[config.mk]
export PLATFORM = sky130hd
export DESIGN_NAME = phys_free_list
export DESIGN_NICKNAME = d
export VERILOG_FILES = /design/src/rtl/phys_free_list.sv
export SDC_FILE = /design/constraint.sdc
export NUM_CORES = 1
export LEC_CHECK = 0
export ABC_AREA = 1
export CAP_MARGIN = 25
export CORE_MARGIN = 1
export CORE_UTILIZATION = 49
export DETAILED_ROUTE_END_ITERATION = 8
export MAX_ROUTING_LAYER = met4
export PLACE_DENSITY_LB_ADDON = 0.25
export SYNTH_ARGS = -nofsm -noshare
export SYNTH_HDL_FRONTEND = slang
export SYNTH_SLANG_ARGS = --single-unit
export TNS_END_PERCENT = 100
[constraint.sdc]
create_clock -name clk -period 8.4 [get_ports clk]
set_input_delay 1.26 -clock clk [delete_from_list [all_inputs] [get_ports clk]]
set_output_delay 1.26 -clock clk [all_outputs]
set_load 0.1 [all_outputs]
[src/rtl/phys_free_list.sv]
// Free list for the physical register file: a circular FIFO of free register
// indices with up to two grants and two releases per cycle, plus a free bitmap.
module phys_free_list #(
    parameter int unsigned NUM_PHYS = 64,
    parameter int unsigned NUM_ARCH = 32,
    parameter int unsigned PW       = 6,
    parameter int unsigned DEPTH    = NUM_PHYS - NUM_ARCH
) (
    input  logic                         clk,
    input  logic                         rst,
    input  logic                         alloc_req_1,
    input  logic                         alloc_req_2,
    output logic                         alloc_gnt,
    output logic [PW-1:0]                alloc_p_1,
    output logic [PW-1:0]                alloc_p_2,
    output logic                         alloc_stall,
    input  logic                         rt_flag_1,
    input  logic [PW-1:0]                fp_i_1,
    input  logic                         rt_flag_2,
    input  logic [PW-1:0]                fp_i_2,
    output logic [$clog2(DEPTH+1)-1:0]   free_count,
    output logic                         err
);

    // Pointers wrap naturally because DEPTH is a power of two.
    localparam int unsigned AW = $clog2(DEPTH);
    localparam int unsigned CW = $clog2(DEPTH + 1);

    logic [PW-1:0]       r_fifo [DEPTH];
    logic [AW-1:0]       r_head;
    logic [AW-1:0]       r_tail;
    logic [CW-1:0]       r_count;
    logic [NUM_PHYS-1:0] r_free_bm;
    logic                r_err;

    logic [1:0]          w_n_req;
    logic [1:0]          w_n_gnt;
    logic [1:0]          w_n_rel;
    logic [AW-1:0]       w_head_p1;
    logic [AW-1:0]       w_tail_p1;
    logic [AW-1:0]       w_wr_idx_2;
    logic                w_gnt;
    logic                w_rel_ok_1;
    logic                w_rel_ok_2;
    logic                w_dup_2;
    logic                w_room_1;
    logic                w_room_2;
    logic                w_rel_err;
    logic [NUM_PHYS-1:0] w_free_bm_nxt;

    // Allocation side: purely from registered state and this cycle's requests.
    always_comb begin
        w_n_req   = {1'b0, alloc_req_1} + {1'b0, alloc_req_2};
        w_head_p1 = AW'(r_head + AW'(1));
        w_gnt     = (w_n_req != 2'd0) && (r_count >= CW'(w_n_req));
        w_n_gnt   = w_gnt ? w_n_req : 2'd0;
    end

    assign alloc_gnt   = w_gnt;
    assign alloc_stall = (w_n_req != 2'd0) && !w_gnt;
    assign alloc_p_1   = r_fifo[r_head];
    assign alloc_p_2   = alloc_req_1 ? r_fifo[w_head_p1] : r_fifo[r_head];

    // Release side: checks use pre-allocation count and bitmap, slot 1 first.
    always_comb begin
        w_room_1   = r_count < CW'(DEPTH);
        w_rel_ok_1 = rt_flag_1 && !r_free_bm[fp_i_1] && w_room_1;
        w_dup_2    = w_rel_ok_1 && (fp_i_1 == fp_i_2);
        w_room_2   = (r_count + CW'(w_rel_ok_1)) < CW'(DEPTH);
        w_rel_ok_2 = rt_flag_2 && !r_free_bm[fp_i_2] && !w_dup_2 && w_room_2;
        w_rel_err  = (rt_flag_1 && !w_rel_ok_1) || (rt_flag_2 && !w_rel_ok_2);
        w_n_rel    = {1'b0, w_rel_ok_1} + {1'b0, w_rel_ok_2};
        w_tail_p1  = AW'(r_tail + AW'(1));
        w_wr_idx_2 = w_rel_ok_1 ? w_tail_p1 : r_tail;
    end

    // Granted and released sets are disjoint: a granted register still reads free.
    always_comb begin
        w_free_bm_nxt = r_free_bm;
        if (w_gnt && alloc_req_1) begin
            w_free_bm_nxt[alloc_p_1] = 1'b0;
        end
        if (w_gnt && alloc_req_2) begin
            w_free_bm_nxt[alloc_p_2] = 1'b0;
        end
        if (w_rel_ok_1) begin
            w_free_bm_nxt[fp_i_1] = 1'b1;
        end
        if (w_rel_ok_2) begin
            w_free_bm_nxt[fp_i_2] = 1'b1;
        end
    end

    always_ff @(posedge clk) begin
        if (rst) begin
            for (int unsigned i = 0; i < DEPTH; i++) begin
                r_fifo[i] <= PW'(NUM_ARCH + i);
            end
            r_head    <= '0;
            r_tail    <= '0;
            r_count   <= CW'(DEPTH);
            r_free_bm <= {{DEPTH{1'b1}}, {NUM_ARCH{1'b0}}};
            r_err     <= 1'b0;
        end else begin
            if (w_rel_ok_1) begin
                r_fifo[r_tail] <= fp_i_1;
            end
            if (w_rel_ok_2) begin
                r_fifo[w_wr_idx_2] <= fp_i_2;
            end
            r_head    <= AW'(r_head + AW'(w_n_gnt));
            r_tail    <= AW'(r_tail + AW'(w_n_rel));
            r_count   <= CW'(r_count - CW'(w_n_gnt) + CW'(w_n_rel));
            r_free_bm <= w_free_bm_nxt;
            if (w_rel_err) begin
                r_err <= 1'b1;
            end
        end
    end

    assign free_count = r_count;
    assign err        = r_err;

endmodule

==> flow_metrics.py <==
metrics = {
    "clock_tree": {
        "cts-resized-gates": 0,
        "postCtsSetupBuffers": 0,
        "insertion_delay_ns": 0.57,
        "clk_pin_slew_ns": 0.06,
        "numCtsBuffers": 34,
        "clockBufferDepth": 3,
        "cts_root_buf": "clkbuf_16",
        "htreeDepth": 2,
        "cts_tree": "done",
        "postCtsHoldBufs": 0,
        "cts.sinks": 273,
    },
    "place": {
        "gp_congestion": 1.08,
        "numPlacedInstances": 3773,
        "hpwl_um": 61400,
        "dpl_worst_slack_ns": 1.92,
        "io_buffers": 38,
    },
    "floorplan": {
        "dieArea_sq_mm": 0.0434,
        "num_rows": 75,
        "fp.coreArea_sq_mm": 0.0419,
        "ios": 39,
        "initial_utilization_pct": 49.8,
        "die_h_um": 208,
        "fp.dieW_um": 208,
    },
    "timing": {
        "period_share_pct": 77.0,
        "tns_ns": 0,
        "max_freq_ghz": 0.155,
        "finClkSkew_ns": 0.0312,
        "fin_ws_ns": 1.93,
        "relSlewSlack_pct": 22.3,
        "rsz0062_at_grt": "false",
        "finalSetupViolations": 0,
        "finalCriticalPeriod_ns": 6.47,
        "finalHoldViolations": 0,
        "worstMarginPinSlew_ns": 1.16,
        "slew_viol_final": 0,
    },
    "global_routing": {
        "grt_pass1_vias": 21200,
        "grt_usage_pct": 42.0,
        "overflow": 0,
        "grt_util_met3_pct": 7.52,
        "antenna_found_initial": 2,
        "grt_pass1_wl_um": 132000,
        "met1_usage_pct": 54.2,
        "top_usage_layer": "met2",
        "grt_max_degree": 102,
        "use_met2_pct": 61.7,
    },
    "logic_synthesis": {
        "synth_fp_nets": 3393,
        "yosysWarnings": 0,
        "synth_area_per_cell_sq_um": 6.24,
        "synth_area_sq_mm": 0.0209,
        "yosysUniqueCellTypes": 33,
        "ys_seq_elements": 273,
        "synth-seq-area-share_pct": 35.4,
        "synthCells": 3346,
    },
    "route": {
        "drc_errors": 0,
        "vias_per_cell": 6.07,
        "wl_per_cell_um": 23.3,
        "drtPass1Iterations": 8,
        "drt_iter0_drc": 3446,
        "dr_total_vias": 23300,
        "antenna_left": 0,
        "routed_wl_um": 89500,
    },
    "worst_setup_path": {
        "timing.rr.start": "r_head[1]",
        "rr_endpoint": "r_free_bm[58]",
        "setup.worst_path.start_class": "register",
        "end_kind": "output pin",
        "rr_worst_depth": 14,
        "crit_arrival_ns": 5.21,
        "path_class": "register to output pin",
        "critical_path_required_ns": 7.14,
        "worstPathMaxFanout": 34,
        "reg2reg_slack_ns": 3.38,
    },
    "worst_hold_path": {
        "hold_depth": 2,
        "worstHoldStart": "r_free_bm[36]",
        "min_path_type": "register to register",
        "hold_path_end": "r_free_bm[36]",
    },
    "status": {
        "status": "completed",
    },
    "final_layout": {
        "nets": 3322,
        "nFillCells": 4173,
        "final_core_util_pct": 54.2,
        "final_common_cell": "nand2_1",
        "area_growth_pct": 8.91,
        "stdcell_count": 3839,
        "drive_gt1_share_pct": 4.67,
        "layout_common_cells": "nand2_1 (1314), nand3_1 (404), inv_1 (298), o21ai_0 (266), nor2_1 (240)",
    },
    "pwr": {
        "power.total_mw": 5.64,
        "power_density_mw_per_mm2": 248,
        "ir_worst_vdd_v": 0.000295,
        "power.leakage_nw": 9.61,
    },
    "flow_run": {
        "cap_violations": 0,
    },
}
-- power breakdown --
group	switching (mW)	internal (mW)
combinational	1.94	0.549
sequential	0.0749	1.50
clock	0.632	0.942
-- Yosys cell counts (all sizes together) --
master | number | area share, %
a21boi | 8 | 0.29
o211ai | 62 | 2.2
nand4 | 13 | 0.39
a31oi | 12 | 0.36
o21bai | 7 | 0.25
clkbuf | 113 | 2.0
nor3 | 35 | 0.92
ha | 25 | 1.5
o21ai | 281 | 6.7
fa | 4 | 0.38
inv | 309 | 5.6
nand3 | 405 | 9.7
xor2 | 6 | 0.25
edfxtp | 192 | 28
and2 | 1 | 0.030
nor4 | 2 | 0.060
nand3b | 11 | 0.40
nor2 | 252 | 4.7
clkinv | 4 | 0.072
dfxtp | 81 | 7.8
nand2 | 1317 | 24
buf | 87 | 2.1
a21oi | 119 | 2.9
-- flip-flops by register name, summed over array words and instances (netlist names) --
register and cells:
r_head 5, r_fifo 192, err 1, free_count 6, r_free_bm 64, r_tail 5
-- metrics by stage --
stage	hold slack, ns	cell area, sq um
CTS	0.514	22700
finish	0.520	22700
global placement	0.501	21400
detailed placement	0.505	21500
global route	0.540	22700
floorplan	0.457	20900
-- cells by family (layout without fill, tap and decap cells) --
group,Yosys count,in the layout,share of synthesized area [%]
compound gates,489,489,12.7
xor+xnor,6,6,0.252
fa+ha+maj,29,29,1.88
buf+inv,513,466,9.77
flops,273,273,35.4
other cells,0,1,0
simple gates,2036,2036,40.0
-- metal layers --
metal / vias up / wire, um / share of wire [%]
met1: 10600 / 35000 / 39
met2: 1601 / 38800 / 43
li1: 10700 / - / -
met5: - / 0 / 0
met3: 332 / 10300 / 12
met4: 0 / 5470 / 6.1
-- worst max-delay path, stage by stage, from the launching register on --
cell and delay, ns:
dfxtp_2 0.80, ha_1 0.38, inv_1 0.45, buf_4 0.52
nand3_1 0.13, nand3_1 0.12, nand3_1 0.22, nand3_1 0.17
nand3_1 0.10, nand2_1 0.48, clkdlybuf4s50_1 1.24
-- how the worst max path moves through the flow --
stage | to | start | slack [ns]
5_1_grt | alloc_p_2[1] | r_head[1] | 1.90
4_1_cts | alloc_p_2[1] | r_head[1] | 2.06
6_report | alloc_p_2[1] | r_head[1] | 1.93
2_1_floorplan | free_count[5] | fp_i_1[0] | 3.66
3_3_place_gp | r_fifo[14][1] | fp_i_2[0] | 2.09
3_5_place_dp | r_fifo[26][4] | fp_i_1[2] | 1.92
-- area by class of cell --
| class | instances | area (sq um) | share of cell area [%] |
|---|---|---|---|
| clock inverter | 14 | 223 | 0.980 |
| inverter | 313 | 1180 | 5.17 |
| timing repair buffer | 93 | 813 | 3.58 |
| clock buffer | 46 | 937 | 4.12 |
| multi-input combinational | 2560 | 11500 | 50.6 |
| sequential | 273 | 7390 | 32.5 |
| tap | 539 | 674 | 2.97 |
| antenna | 1 | 2.50 | 0.0110 |
No activity file was read; power rests on OpenSTA's default activity.
